[src/rtl/ps2_pkg.sv]
// Shared constants and types for the PS/2 key-event receiver.
package ps2_pkg;

  localparam logic [7:0] BREAK_CODE = 8'hF0;
  localparam logic [7:0] EXT_CODE   = 8'hE0;
  localparam logic [7:0] OVR_CODE0  = 8'h00;
  localparam logic [7:0] OVR_CODE1  = 8'hFF;

  typedef struct packed {
    logic       ext;
    logic       brk;
    logic [7:0] code;
  } key_event_t;

  typedef enum logic [1:0] {StIdle, StData, StParity, StStop} frame_state_e;

endpackage

[src/rtl/ps2_frame_rx.sv]
// PS/2 line synchroniser, clock glitch filter and 11-bit frame deserialiser with timeout.
// Define PS2_PARITY_CHECK_EN to reject frames with bad odd parity or a low stop bit.
module ps2_frame_rx
  import ps2_pkg::*;
#(
  parameter int unsigned FILTER_LEN  = 8,
  parameter int unsigned TIMEOUT_CYC = 200000
) (
  input  logic       clk_i,
  input  logic       rst_i,
  input  logic       ps2_clk_i,
  input  logic       ps2_data_i,
  output logic [7:0] byte_o,
  output logic       byte_valid_o,
  output logic       err_o
);

  localparam int unsigned FiltW = (FILTER_LEN > 1) ? $clog2(FILTER_LEN) : 1;
  localparam int unsigned TmoW  = $clog2(TIMEOUT_CYC + 1);

  logic [1:0]       clk_sync_q, dat_sync_q;
  logic             flt_q, flt_d;
  logic [FiltW-1:0] flt_cnt_q, flt_cnt_d;
  logic             fall;
  logic             dat;

  frame_state_e     state_q, state_d;
  logic [2:0]       bit_cnt_q, bit_cnt_d;
  logic [7:0]       shift_q, shift_d;
  logic [TmoW-1:0]  tmo_cnt_q, tmo_cnt_d;
  logic [7:0]       byte_q, byte_d;
  logic             valid_q, valid_d;
  logic             err_q, err_d;
`ifdef PS2_PARITY_CHECK_EN
  logic             par_q, par_d;
`endif

  assign dat = dat_sync_q[1];

  // The filtered level only flips after FILTER_LEN consecutive disagreeing samples.
  always_comb begin
    flt_d     = flt_q;
    flt_cnt_d = '0;
    if (clk_sync_q[1] != flt_q) begin
      if (flt_cnt_q == FiltW'(FILTER_LEN - 1)) flt_d = clk_sync_q[1];
      else flt_cnt_d = flt_cnt_q + FiltW'(1);
    end
  end

  assign fall = flt_q & ~flt_d;

  always_ff @(posedge clk_i or posedge rst_i) begin
    if (rst_i) begin
      clk_sync_q <= 2'b11;
      dat_sync_q <= 2'b11;
      flt_q      <= 1'b1;
      flt_cnt_q  <= '0;
    end else begin
      clk_sync_q <= {clk_sync_q[0], ps2_clk_i};
      dat_sync_q <= {dat_sync_q[0], ps2_data_i};
      flt_q      <= flt_d;
      flt_cnt_q  <= flt_cnt_d;
    end
  end

  always_comb begin
    state_d   = state_q;
    bit_cnt_d = bit_cnt_q;
    shift_d   = shift_q;
    tmo_cnt_d = '0;
    byte_d    = byte_q;
    valid_d   = 1'b0;
    err_d     = 1'b0;
`ifdef PS2_PARITY_CHECK_EN
    par_d     = par_q;
`endif
    if (state_q != StIdle && !fall) begin
      if (tmo_cnt_q == TmoW'(TIMEOUT_CYC - 1)) begin
        state_d = StIdle;
        err_d   = 1'b1;
      end else begin
        tmo_cnt_d = tmo_cnt_q + TmoW'(1);
      end
    end
    if (fall) begin
      case (state_q)
        StIdle: begin
          if (!dat) begin
            state_d   = StData;
            bit_cnt_d = '0;
          end
        end
        StData: begin
          shift_d   = {dat, shift_q[7:1]};
          bit_cnt_d = bit_cnt_q + 3'd1;
          if (bit_cnt_q == 3'd7) state_d = StParity;
        end
        StParity: begin
`ifdef PS2_PARITY_CHECK_EN
          par_d = dat;
`endif
          state_d = StStop;
        end
        default: begin
          state_d = StIdle;
`ifdef PS2_PARITY_CHECK_EN
          if (dat && (^shift_q ^ par_q)) begin
            byte_d  = shift_q;
            valid_d = 1'b1;
          end else begin
            err_d = 1'b1;
          end
`else
          byte_d  = shift_q;
          valid_d = 1'b1;
`endif
        end
      endcase
    end
  end

  always_ff @(posedge clk_i or posedge rst_i) begin
    if (rst_i) begin
      state_q   <= StIdle;
      bit_cnt_q <= '0;
      shift_q   <= '0;
      tmo_cnt_q <= '0;
      byte_q    <= '0;
      valid_q   <= 1'b0;
      err_q     <= 1'b0;
`ifdef PS2_PARITY_CHECK_EN
      par_q     <= 1'b0;
`endif
    end else begin
      state_q   <= state_d;
      bit_cnt_q <= bit_cnt_d;
      shift_q   <= shift_d;
      tmo_cnt_q <= tmo_cnt_d;
      byte_q    <= byte_d;
      valid_q   <= valid_d;
      err_q     <= err_d;
`ifdef PS2_PARITY_CHECK_EN
      par_q     <= par_d;
`endif
    end
  end

  assign byte_o       = byte_q;
  assign byte_valid_o = valid_q;
  assign err_o        = err_q;

endmodule

[src/rtl/ps2_key_event_rx.sv]
// PS/2 keyboard receiver: folds E0/F0 prefixes into key events, queues them, stretches INTRPT.
// Parity/stop checking is enabled by defining PS2_PARITY_CHECK_EN.
module ps2_key_event_rx
  import ps2_pkg::*;
#(
  parameter int unsigned FILTER_LEN  = 8,
  parameter int unsigned TIMEOUT_CYC = 200000,
  parameter int unsigned DEPTH       = 16,
  parameter int unsigned INTRPT_CYC  = 6
) (
  input  logic                     CLK,
  input  logic                     reset,
  input  logic                     PS2CLK,
  input  logic                     PS2DATA,
  input  logic                     RD_EN,
  input  logic                     CLR_OVF,
  output logic [9:0]               EVENT,
  output logic                     EMPTY,
  output logic                     FULL,
  output logic [$clog2(DEPTH):0]   COUNT,
  output logic                     OVERFLOW,
  output logic                     ERR,
  output logic                     INTRPT
);

  localparam int unsigned AW   = $clog2(DEPTH);
  localparam int unsigned CntW = AW + 1;
  localparam int unsigned IrqW = $clog2(INTRPT_CYC + 1);

  logic [7:0]      frm_byte;
  logic            frm_valid, frm_err;
  logic            ext_q, ext_d, brk_q, brk_d;
  logic            push_q, push_d;
  key_event_t      push_ev_q, push_ev_d;
  logic [9:0]      mem_q [DEPTH];
  logic [AW-1:0]   wr_ptr_q, wr_ptr_d, rd_ptr_q, rd_ptr_d;
  logic [CntW-1:0] count_q, count_d;
  logic            ovf_q, ovf_d;
  logic [IrqW-1:0] irq_cnt_q, irq_cnt_d;
  logic            full, empty, do_push, do_pop;

  ps2_frame_rx #(
    .FILTER_LEN  (FILTER_LEN),
    .TIMEOUT_CYC (TIMEOUT_CYC)
  ) u_frame_rx (
    .clk_i        (CLK),
    .rst_i        (reset),
    .ps2_clk_i    (PS2CLK),
    .ps2_data_i   (PS2DATA),
    .byte_o       (frm_byte),
    .byte_valid_o (frm_valid),
    .err_o        (frm_err)
  );

  // Prefix flags only survive from one accepted byte to the next; a rejected frame drops them.
  always_comb begin
    ext_d     = ext_q;
    brk_d     = brk_q;
    push_d    = 1'b0;
    push_ev_d = push_ev_q;
    if (frm_err) begin
      ext_d = 1'b0;
      brk_d = 1'b0;
    end else if (frm_valid) begin
      if (frm_byte == EXT_CODE) begin
        ext_d = 1'b1;
      end else if (frm_byte == BREAK_CODE) begin
        brk_d = 1'b1;
      end else begin
        ext_d = 1'b0;
        brk_d = 1'b0;
        if (frm_byte != OVR_CODE0 && frm_byte != OVR_CODE1) begin
          push_d         = 1'b1;
          push_ev_d.ext  = ext_q;
          push_ev_d.brk  = brk_q;
          push_ev_d.code = frm_byte;
        end
      end
    end
  end

  assign empty   = (count_q == '0);
  assign full    = (count_q == CntW'(DEPTH));
  assign do_pop  = RD_EN && !empty;
  assign do_push = push_q && (!full || do_pop);

  always_comb begin
    wr_ptr_d = do_push ? wr_ptr_q + AW'(1) : wr_ptr_q;
    rd_ptr_d = do_pop ? rd_ptr_q + AW'(1) : rd_ptr_q;
    case ({do_push, do_pop})
      2'b10:   count_d = count_q + CntW'(1);
      2'b01:   count_d = count_q - CntW'(1);
      default: count_d = count_q;
    endcase
    // A same-cycle new drop wins over the clear.
    ovf_d = (ovf_q && !CLR_OVF) || (push_q && !do_push);
    if (do_push) irq_cnt_d = IrqW'(INTRPT_CYC);
    else if (irq_cnt_q != '0) irq_cnt_d = irq_cnt_q - IrqW'(1);
    else irq_cnt_d = irq_cnt_q;
  end

  always_ff @(posedge CLK or posedge reset) begin
    if (reset) begin
      ext_q     <= 1'b0;
      brk_q     <= 1'b0;
      push_q    <= 1'b0;
      push_ev_q <= '0;
      wr_ptr_q  <= '0;
      rd_ptr_q  <= '0;
      count_q   <= '0;
      ovf_q     <= 1'b0;
      irq_cnt_q <= '0;
    end else begin
      ext_q     <= ext_d;
      brk_q     <= brk_d;
      push_q    <= push_d;
      push_ev_q <= push_ev_d;
      wr_ptr_q  <= wr_ptr_d;
      rd_ptr_q  <= rd_ptr_d;
      count_q   <= count_d;
      ovf_q     <= ovf_d;
      irq_cnt_q <= irq_cnt_d;
    end
  end

  always_ff @(posedge CLK) begin
    if (do_push) mem_q[wr_ptr_q] <= push_ev_q;
  end

  assign EVENT    = empty ? '0 : mem_q[rd_ptr_q];
  assign EMPTY    = empty;
  assign FULL     = full;
  assign COUNT    = count_q;
  assign OVERFLOW = ovf_q;
  assign ERR      = frm_err;
  assign INTRPT   = (irq_cnt_q != '0);

endmodule

[config.mk]
export PLATFORM = sky130hd
export DESIGN_NAME = ps2_key_event_rx
export DESIGN_NICKNAME = d
export VERILOG_FILES = /design/src/rtl/ps2_pkg.sv /design/src/rtl/ps2_frame_rx.sv /design/src/rtl/ps2_key_event_rx.sv
export SDC_FILE = /design/constraint.sdc
export NUM_CORES = 1
export LEC_CHECK = 0
export ABC_CLOCK_PERIOD_IN_PS = 5800
export CORE_MARGIN = 4
export CORE_UTILIZATION = 50
export CTS_CLUSTER_DIAMETER = 60
export CTS_CLUSTER_SIZE = 40
export DETAILED_ROUTE_END_ITERATION = 6
export HOLD_SLACK_MARGIN = 0.08
export PLACE_DENSITY = 0.67
export SLEW_MARGIN = 20
export SYNTH_ARGS = -nofsm -noshare
export SYNTH_HDL_FRONTEND = slang
export SYNTH_HIERARCHICAL = 1
export SYNTH_SLANG_ARGS = --single-unit
[constraint.sdc]
create_clock -name CLK -period 5.8 [get_ports CLK]
set_clock_uncertainty 0.05 [all_clocks]
set_input_delay 0.58 -clock CLK [delete_from_list [all_inputs] [get_ports CLK]]
set_output_delay 0.58 -clock CLK [all_outputs]
set_load 0.02 [all_outputs]
# After elaboration in Yosys (flattened, before gate mapping)
# Memory sizes are Yosys's and may differ from the RTL's.
# Index checks and enable logic that the tools add are counted.
[word_totals]
reg_bits = 79
ramBits = 160
in_bits = 6
out_inout_bits = 20
elab_cells = 118
memories = 1
[mem_list]
columns = ["name", "words", "width", "rd", "rd_ports_with_merged_regs", "wr", "line", "source"]
rows = [
  ["mem_q", 16, 10, 1, 0, 1, "ps2_key_event_rx.sv:35", "logic [9:0] mem_q [DEPTH];"],
]
[classes]
addsub = 8
eq_ne = 15
mux = 37
bitwise_logic = 6
reduce_logical = 29
[op_table]
columns = ["cell", "count"]
rows = [
  ["$mux W18", 2],
  ["$mux W1", 21],
  ["$add A18 B1 Y18 const B", 1],
  ["$eq A18 B18 Y1 const B", 1],
  ["$eq A8 B8 Y1 const B", 2],
  ["$mux W3", 5],
  ["$mux W10", 1],
  ["$mux W2", 5],
  ["$pmux W5 S2", 1],
  ["$reduce_bool A2 Y1", 5],
  ["$add A4 B1 Y4 const B", 2],
  ["$ne A8 B8 Y1 const B", 1],
  ["$reduce_and A2 Y1", 4],
  ["$reduce_bool A8 Y1", 1],
  ["$add A3 B1 Y3 const B", 2],
  ["$eq A3 B3 Y1 const B", 2],
  ["$logic_and A1 B1 Y1", 6],
  ["$pmux W2 S3", 1],
  ["$pmux W3 S2", 1],
  ["$add A5 B1 Y5 const B", 1],
  ["$eq A5 B5 Y1 const B", 1],
  ["$logic_not A1 Y1", 5],
  ["$logic_not A5 Y1", 1],
  ["$not A1 Y1", 5],
  ["other kinds (15)", 18],
]

# Longest topological paths before layout
[depth]
word_depth = 11
depth_mapped = 8
depth_no_buf = 8

# Hierarchy
# The synthesis kept the hierarchy.
[by_module_without_submodules]
columns = ["mod", "instances", "cells_each", "area_each_um2"]
rows = [
  ["ps2_key_event_rx", 1, 409, 7721.2],
  ["ps2_frame_rx", 1, 178, 2167.1],
]

# Least setup slack after synthesis
# No wires, ideal clock.
[synth_path]
kind = "reg-to-reg"
startpoint = "register count_q[0] (netlist: COUNT[0])"
endpoint = "register count_q[4] (netlist: COUNT[4])"
arrival_time_ns = 2.542
slack_ns = 3.075
path_stages_with_launch = 9
n_path_buf = 0
cell_sequence = "dfrtp_1 > or4_4 > o21ai_4 > nor2_1 > fa_1 > a21o_1 > a21oi_1 > mux2i_1 > o211ai_1"
[synth_between]
elab_chain_len = 7
word_cells_on_any_way = 13
cone_classes = "add/sub (2); eq/ne (3); mux (1); reduce/logical (7)"
[synth_lines]
columns = ["item", "line", "source"]
rows = [
  ["start, declared", "ps2_key_event_rx.sv:37", "logic [CntW-1:0] count_q, count_d;"],
  ["start signal, assigned", "ps2_key_event_rx.sv:120", "count_q <= count_d;"],
  ["$logic_not A5 Y1", "ps2_key_event_rx.sv:82", "assign empty = (count_q == '0);"],
  ["$logic_not A1 Y1", "ps2_key_event_rx.sv:84", "assign do_pop = RD_EN && !empty;"],
  ["$logic_and A1 B1 Y1", "ps2_key_event_rx.sv:84", ""],
  ["$logic_or A1 B1 Y1", "ps2_key_event_rx.sv:85", "assign do_push = push_q && (!full || do_pop);"],
  ["$logic_and A1 B1 Y1", "ps2_key_event_rx.sv:85", ""],
  ["$eq A2 B1 Y1 / $eq A2 B2 Y1 (equally long branches)", "ps2_key_event_rx.sv:90", "case ({do_push, do_pop})"],
  ["$pmux W5 S2 / $reduce_bool A2 Y1 (equally long branches)", "n/a", ""],
]
# Parallel ways exist; a longest one is shown, timed or not.
# A chain may end at the register's enable or synchronous reset.

# Worst setup path after layout
[layout_path]
startpoint = "register rd_ptr_q[1]"
endpoint = "output port EVENT[0]"
[layout_between]
elab_chain_len = 2
[layout_lines]
columns = ["item", "line", "source"]
rows = [
  ["start, declared", "ps2_key_event_rx.sv:36", "logic [AW-1:0] wr_ptr_q, wr_ptr_d, rd_ptr_q, rd_ptr_d;"],
  ["start signal, assigned", "ps2_key_event_rx.sv:119", "rd_ptr_q <= rd_ptr_d;"],
  ["$mem_v2 Z16 W10", "n/a", ""],
  ["$mux W10", "ps2_key_event_rx.sv:130", "assign EVENT = empty ? '0 : mem_q[rd_ptr_q];"],
  ["end, declared", "ps2_key_event_rx.sv:17", "output logic [9:0] EVENT,"],
]
# No other way between the ends.

==> out/metrics.cfg <==
[run_status]
outcome = finished clean

[synth]
netlist_top_cells_area = edfxtp_1 49%, dfrtp_1 19%, mux4_2 9.1%
yosysTopAreaCellShare_pct = 48.6
synth_warnings = 6
synth_largest_area_cell = edfxtp_1
syn_nets = 609
syn_area_um2 = 9890
synth_cells = 587
async_flop_share_pct = 33.1
synthFlopType = edfxtp_1
syn_area_per_cell_um2 = 16.8
ys_seq_area_share_pct = 68.6
ys_seq_elements = 239
synth_edf_count = 160
synth_cell_type_count = 51

[power]
pwr-share-comb_pct = 16.1
clockPowerShare_pct = 30.9
seqPwrFrac_pct = 53.0
switching_share_pct = 28.1
leakage_uw = 0.00442
ir_worst_vdd_mv = 0.285
p_per_area_nw_per_um2 = 349
power.switching_uw = 1080
cellInternalPower_uw = 2770

[critical_path]
cp-start-kind = register
path_class = register to output pin
critPathSlowestCell = dfrtp_2
cp.buffers_inverters = 1
r2r-start = COUNT[0]$_DFFE_PP0P_
path_delay_family = flip-flops
cpPeakStageDelay_ns = 1.06
r2r_setup_slack_ns = 2.89
rr_worst_depth = 8
worstSetupEndpointType = output pin
r2r-end = COUNT[4]$_DFFE_PP0P_
cp_max_fo = 35
crit_arrival_ns = 3.27
critPathRequiredTime_ns = 5.17
cp_cell_sequence = mux4_2 -> mux2_2 -> o21ai_0 -> a21oi_1 -> clkdlybuf4s50_1

[cts]
clock-sinks = 239
cts_resized = 0
root_buffer = clkbuf_16
clock_path_buffers = 3
cts_tree = yes
clk_latency_ns = 0.48
post_cts_buffers = 0
cts_hold_buffers = 0
cts_made_buffers = 17
path_clk_slew_ns = 0.09
htree_levels = 1

[grt]
grt_pass1_wl_um = 29200
grt_max_degree = 50
grt_usage_pct = 16.8
antenna_found_initial = 0
grt_pass1_vias = 5278
grt_overflow = 0

[cells_and_area]
final_nets = 639
fillers = 1489
mostFrequentLayoutCell = edfxtp_1
final_cell_mix = 160 x edfxtp_1, 72 x dfrtp_1, 43 x mux2_2
diodes = 0
area_delta_synth_final_pct = 11.7
final_cells = 892
fin_util_pct = 56.7
drive_above_1_share_pct = 22.8

[sta]
rsz0062_at_grt = false
worst_pin_slew_ns = 1.06
setup_tns_ns = 0
finalCritPeriodShare_pct = 67.3
maxSlewHeadroom_pct = 29.2
max_freq_mhz = 256
hold_violations = 0
drv_slew = 0
hold_slack_ns = 0.310
fin_crit_ns = 3.90
setup_viol = 0

[drt]
first_pass_iters = 4
vias_per_cell = 5.66
num_vias = 5047
drc = 0
wl_per_cell_um = 20.4
drtAntennaViolNets = 0
drt_iter0_drc = 382
wl_um = 18200

[hold_path]
holdPathStages = 0
min-delay-start = u_frame_rx/clk_sync_q[0]$_DFF_PP1_
holdCritPathClass = register to register
hold_end = u_frame_rx/clk_sync_q[1]$_DFF_PP1_

[floorplanning]
dieWidth_um = 149
io_pins = 26
initial_utilization_pct = 50.8
die-area_um2 = 22100
num_rows = 51
core-area_um2 = 19500
dieHeight_um = 149

[place]
gp_congestion = 0.759
dp_hpwl_um = 11800
dp_cells = 863
portBuffers = 25

[job]
maxCapViolCount = 0

[registers in the layout, summed over array words and instances (netlist names), 2 cells and up]
signal / flops
u_frame_rx/dat_sync_q: 2
u_frame_rx/tmo_cnt_q: 18
u_frame_rx/shift_q: 8
wr_ptr_q: 4
irq_cnt_q: 3
u_frame_rx/clk_sync_q: 2
COUNT: 5
u_frame_rx/bit_cnt_q: 3
push_ev_q: 10
mem_q: 160
u_frame_rx/state_q: 2
u_frame_rx/byte_o: 8
rd_ptr_q: 4
u_frame_rx/flt_cnt_q: 3
[cells in the mapped netlist, types with 3 or more instances]
cell and n:
a21oi_1 15, and2_1 3, and3_1 6, buf_1 3, buf_2 11, clkbuf_1 5, dfrtp_1 74, dfstp_2 5
edfxtp_1 160, ha_1 15, inv_1 19, mux2_2 43, mux2i_1 13, mux4_2 40, nand2_1 14, nand2b_1 4
nand3_1 9, nand4_1 10, nor2_1 35, nor3_1 12, nor3b_1 3, nor4_1 13, o21ai_0 17, xnor2_1 19
xor2_1 7
[metrics by stage]
| stage | worst slack, ns | instance area, um2 | total power, uW |
|---|---|---|---|
| global route | 1.70 | 11000 | 4020 |
| CTS | 1.84 | 11000 | 3890 |
| finish | 1.90 | 11000 | 3850 |
| global placement | 2.39 | 10500 | 2700 |
| floorplan | 3.08 | 9890 | 2490 |
| detailed placement | 2.37 | 10500 | 2710 |
[power by group through the flow]
stage	clock, uW	combinational, uW	sequential, uW
floorplan	0	541	1950
finish	1190	618	2040
global route	1290	661	2070
detailed placement	0	625	2090
global placement	0	614	2080
CTS	1220	627	2050
[metal layers]
layer  share of wire [%]  vias to the layer above  global-route usage [%]  routed length [um]
li1                    -                     2320                       -                   -
met1                  43                     2580                    23.6                7790
met2                  50                      118                    28.0                9070
met3                 5.8                       29                    3.14                1050
met4                 1.7                        0                    3.56                 313
met5                   0                        -                       0                   0
[area by class of cell]
cell class                      count  area, um2  share of cell area [%]
Timing Repair Buffer               34        318                    2.88
Clock buffer                       17        425                    3.85
Tap cell                          265        332                    3.00
Inverter                           19       72.6                   0.657
Multi-Input combinational cell    306       2970                    26.8
Sequential cell                   239       6790                    61.5
Clock inverter                     12        139                    1.26
[how the worst max path moves through the flow]
stage	endpoint	slack, ns	cells after the start	start
after floorplan	COUNT[4]$_DFFE_PP0P_	3.08	8	COUNT[0]$_DFFE_PP0P_
after global placement	EVENT[6]	2.39	5	rd_ptr_q[1]$_DFFE_PP0P_
after detailed placement	EVENT[8]	2.37	5	rd_ptr_q[1]$_DFFE_PP0P_
after CTS	EVENT[8]	1.84	5	rd_ptr_q[1]$_DFFE_PP0P_
after global routing	EVENT[0]	1.70	5	rd_ptr_q[1]$_DFFE_PP0P_
final	EVENT[0]	1.90	5	rd_ptr_q[1]$_DFFE_PP0P_
[cell families after synthesis]
logic type      synth area share, %
xor+xnor                       2.30
fa+ha+maj                      2.10
compound gates                 3.28
mux                            15.3
flops                          68.6
simple gates                   6.33
buf+inv                        2.02
Power figures use the tool's default switching activity.
